### src/rtl/country_vehicle_sensor.sv
// country_vehicle_sensor: debounced country-road loop detector that counts waiting cars
// and drives the controller request x, capping green time so the highway gets its turn back.
module country_vehicle_sensor #(
  parameter int DEBOUNCE  = 4,
  parameter int MAX_QUEUE = 7,
  parameter int QW        = 3,
  parameter int MAX_GREEN = 16
) (
  input  logic          clk,
  input  logic          rst_n,
  input  logic          loop_raw,
  input  logic [1:0]    country_road,
  output logic          x,
  output logic [QW-1:0] queue,
  output logic          overflow
);
  localparam int TW = $clog2(MAX_GREEN);
  typedef enum logic [1:0] {IDLE, REQUEST, SERVE, RELEASE} state_t;
  state_t state, nxt;
  logic s1, s2, loop_db, db_q;
  logic [7:0] db_cnt;
  logic [TW-1:0] timer;
  logic green, rise, fall, q_empty, q_full;
  assign green   = country_road == 2'b10;
  assign rise    = loop_db & ~db_q;
  assign fall    = ~loop_db & db_q & green;
  assign q_empty = queue == '0;
  assign q_full  = queue == QW'(MAX_QUEUE);
  always_ff @(posedge clk or negedge rst_n) begin
    if (!rst_n) begin
      s1      <= 1'b0;
      s2      <= 1'b0;
      loop_db <= 1'b0;
      db_q    <= 1'b0;
      db_cnt  <= '0;
    end else begin
      s1   <= loop_raw;
      s2   <= s1;
      db_q <= loop_db;
      if (s2 == loop_db) db_cnt <= '0;
      else if (db_cnt == 8'(DEBOUNCE - 1)) begin
        loop_db <= s2;
        db_cnt  <= '0;
      end else db_cnt <= db_cnt + 8'd1;
    end
  end
  // rise and fall of loop_db never coincide, so inc and dec are exclusive
  always_ff @(posedge clk or negedge rst_n) begin
    if (!rst_n) begin
      queue    <= '0;
      overflow <= 1'b0;
    end else if (rise) begin
      if (q_full) overflow <= 1'b1;
      else queue <= queue + QW'(1);
    end else if (fall && !q_empty) queue <= queue - QW'(1);
  end
  always_comb begin
    nxt = state;
    case (state)
      IDLE:    nxt = q_empty ? IDLE : REQUEST;
      REQUEST: nxt = q_empty ? IDLE : green ? SERVE : REQUEST;
      SERVE:   nxt = !green ? (q_empty ? IDLE : REQUEST)
                          : (q_empty || timer == TW'(MAX_GREEN - 1)) ? RELEASE : SERVE;
      RELEASE: nxt = green ? RELEASE : q_empty ? IDLE : REQUEST;
      default: nxt = IDLE;
    endcase
  end
  // timer is zero on the first SERVE cycle because any other state clears it
  always_ff @(posedge clk or negedge rst_n) begin
    if (!rst_n) begin
      state <= IDLE;
      x     <= 1'b0;
      timer <= '0;
    end else begin
      state <= nxt;
      x     <= nxt == REQUEST || nxt == SERVE;
      timer <= state == SERVE ? timer + TW'(1) : '0;
    end
  end
endmodule

### config.mk
export PLATFORM = sky130hd
export DESIGN_NAME = country_vehicle_sensor
export DESIGN_NICKNAME = d
export VERILOG_FILES = /design/src/rtl/country_vehicle_sensor.sv
export SDC_FILE = /design/constraint.sdc
export NUM_CORES = 1
export LEC_CHECK = 0
export ABC_AREA = 1
export ABC_CLOCK_PERIOD_IN_PS = 3400
export CAP_MARGIN = 20
export CORE_ASPECT_RATIO = 1.4
export CORE_MARGIN = 5
export CORE_UTILIZATION = 59
export DETAILED_ROUTE_END_ITERATION = 16
export PLACE_DENSITY_LB_ADDON = 0.2
export SETUP_SLACK_MARGIN = 0.05
export SLEW_MARGIN = 20
export SYNTH_ARGS = -nofsm -noshare
export SYNTH_HDL_FRONTEND = slang
export SYNTH_SLANG_ARGS = --single-unit
### constraint.sdc
create_clock -name clk -period 3.4 [get_ports clk]
set_input_delay 0.68 -clock clk [delete_from_list [all_inputs] [get_ports clk]]
set_output_delay 0.68 -clock clk [all_outputs]
set_load 0.1 [all_outputs]
==> results.py <==
metrics = {
    "final_layout": {
        "nNetsFinal": 151,
        "layout-drive-gt1-share_pct": 8.451,
        "areaGrowthSynthToFinish_pct": 11.77,
        "design_area_um2": 1224,
        "antenna_cells": 0,
        "multiInputGateArea_um2": 451.7,
        "fillers": 143,
        "register_area_um2": 575.6,
    },
    "routing": {
        "ant_nets": 0,
        "met3WireLength_um": 48,
        "routed_wl_um": 1816,
        "wl_met2_um": 952,
        "viasPerCell": 5.043,
        "vias": 817,
        "wl_met1_um": 793,
        "topRoutingLayerUsed": "met4",
        "drtPass1Iterations": 4,
        "wl_per_cell_um": 11.21,
        "drt-initial-drc-count": 13,
        "drc_errors": 0,
    },
    "placed_design": {
        "dpl_cell_area_um2": 1202,
        "io_buffer_count": 9,
        "place.gp.congestion": 0.7707,
        "post-dp-hpwl_um": 1389,
    },
    "logic_synthesis": {
        "yosys.area.top_type": "dfrtp_1",
        "synth_edf_count": 0,
        "yosys_warnings": 0,
        "synth_most_common_cell": "nand2_1",
        "synth_area_um2": 1095,
        "ys_seq_elements": 23,
        "synth_top_area_share_pct": 52.57,
        "syn_nets": 137,
        "syn_inst": 129,
        "synth.avg_cell_area_um2": 8.487,
        "synth_area_leaders": "dfrtp_1 53%, nand2_1 14%, nand3_1 5.9%",
        "ys_seq_area_share_pct": 52.57,
        "synth_common_cells": "40 x nand2_1, 23 x dfrtp_1, 17 x inv_1, 14 x nor2_1, 13 x nand3_1",
        "synthArstFlopShare_pct": 100.0,
        "yosysUniqueCellTypes": 19,
        "yosys_most_used_dff": "dfrtp_1",
    },
    "job": {
        "drv_cap": 0,
    },
    "critical_path": {
        "r2r_slack_ps": 1980,
        "worstPathArrival_ps": 1810,
        "cp_top_family": "buffers and inverters",
        "crit_fanout": 2,
        "worstPathCellList": "clkdlybuf4s50_1",
        "cp-end-kind": "output port",
        "critical_path_class": "flip-flop to output port",
        "critPathBufInv": 1,
        "worstPathRequired_ps": 2720,
        "startpoint_type": "flip-flop",
        "worst_path_max_delay_cell": "clkdlybuf4s50_1",
        "max_stage_delay_ps": 1130,
    },
    "clock_tree": {
        "ctsHoldBuffers": 0,
        "root_buffer": "clkbuf_4",
        "insertion_delay_ps": 310,
        "clockBufferDepth": 2,
        "cts_buffers": 3,
        "postCtsResizedCells": 0,
        "clock-sinks": 23,
        "cts_setup_buffers": 0,
        "cts_tree": "done",
        "htree_levels": 1,
        "clkTransAtPathRegs_ps": 120,
    },
    "die": {
        "core_area_um2": 1779,
        "die_area_um2": 2829,
        "fp.dieW_um": 46.41,
        "io_pins": 10,
        "fp-row-count": 18,
        "start_util_pct": 61.53,
        "die_h_um": 60.97,
    },
    "grt": {
        "grt_pass1_wl_um": 3049,
        "grt_overflow": 0,
        "antenna_found_initial": 0,
        "grt_pass1_vias": 760,
        "grt_usage_pct": 15.03,
        "grt_max_degree": 24,
    },
    "sta": {
        "fin_crit_ps": 2491,
        "fin_setup_tns_ps": 0,
        "setup_violations": 0,
        "hold_viol": 0,
        "fmax_ghz": 0.4014,
        "worst_slew_pin_slew_ps": 967.0,
        "slew-limit-headroom_pct": 35.33,
        "rsz0062_at_grt": "no",
        "period_share_pct": 73.27,
        "drv_slew": 0,
        "clock_skew_ps": 2.468,
    },
    "power": {
        "power.static_leakage_nw": 0.6285,
        "power_density_nw_per_um2": 853.1,
        "finalPower_mw": 1.044,
        "vdd_ir_drop_max_mv": 0.8025,
    },
    "hold_path": {
        "min_path_type": "input port to asynchronous set/reset pin",
    },
    "run_status": {
        "status": "finished, final reports clean",
    },
}
-- cell families (layout without fill, tap and decap cells) --
| family | Yosys count | count (layout) | share of synthesized area [%] |
|---|---|---|---|
| buf+inv | 18 | 31 | 6.171 |
| xor+xnor | 4 | 4 | 3.201 |
| compound gates | 3 | 3 | 1.599 |
| simple gates | 78 | 78 | 32.34 |
| flops | 23 | 23 | 52.57 |
| fa+ha+maj | 3 | 3 | 4.114 |
-- stage by stage --
step                      setup slack, ps  hold slack, ps  utilization, %  instances
after detailed placement             1260           342.4           67.58        158
after floorplan                      1656           331.2               -        129
after global routing                839.7           336.7           68.78        162
after global placement               1273           333.7           67.58        158
after CTS                           900.0           370.3           69.06        162
final                               908.9           316.3           68.78        162
-- sequential cells by signal (all words and copies together) (netlist names) --
signal    flops
db_cnt        8
timer         4
queue         3
state         2
db_q          1
loop_db       1
overflow      1
s1            1
s2            1
x             1
-- power by group --
part	total, mW	leakage [nW]	switching [mW]	internal (mW)
logic	0.518	0.314	0.380	0.138
clock network	0.126	0.0150	0.0799	0.0458
registers	0.400	0.299	0.0609	0.339
-- area by class of cell --
type,instances,share of cell area (%)
timing repair buffer,9,6.339
sequential,23,47.03
clock buffer,4,2.147
tap,20,2.045
inverter,18,5.521
multi-input combinational,88,36.91
-- placed cells by master, fill, tap and decap left out --
cell type	count
nand3_2	1
ha_1	2
xnor2_1	2
inv_2	1
o21bai_1	1
nor3_1	2
o21ai_0	1
inv_1	17
clkdlybuf4s50_1	5
clkbuf_4	3
xor2_1	2
buf_4	3
buf_2	1
nor2_2	1
nor3b_2	2
fa_1	1
dfrtp_1	23
nor2_1	14
clkbuf_1	1
nand3b_1	3
nand4_1	2
nand3_1	13
a21oi_1	1
nand2_1	40
-- final timing paths --
| path | startpoint | end | cells after the start |
|---|---|---|---|
| min in group clk | s1 | s2 | 0 |
| worst max register to register | loop_db | queue[2] | 6 |
| worst min register to register | s1 | s2 | 0 |
| max in group asynchronous | rst_n | timer[1] | 1 |
| worst max-delay path | overflow | overflow | 1 |
| worst min-delay path | rst_n | timer[2] | 1 |
-- layer usage --
metal / vias up / GRT usage, %
met3: 2 / 1.780
met2: 9 / 27.76
met5: - / 0
met1: 378 / 16.86
li1: 428 / -
met4: 0 / 6.098
Power figures use the tool's default switching activity.
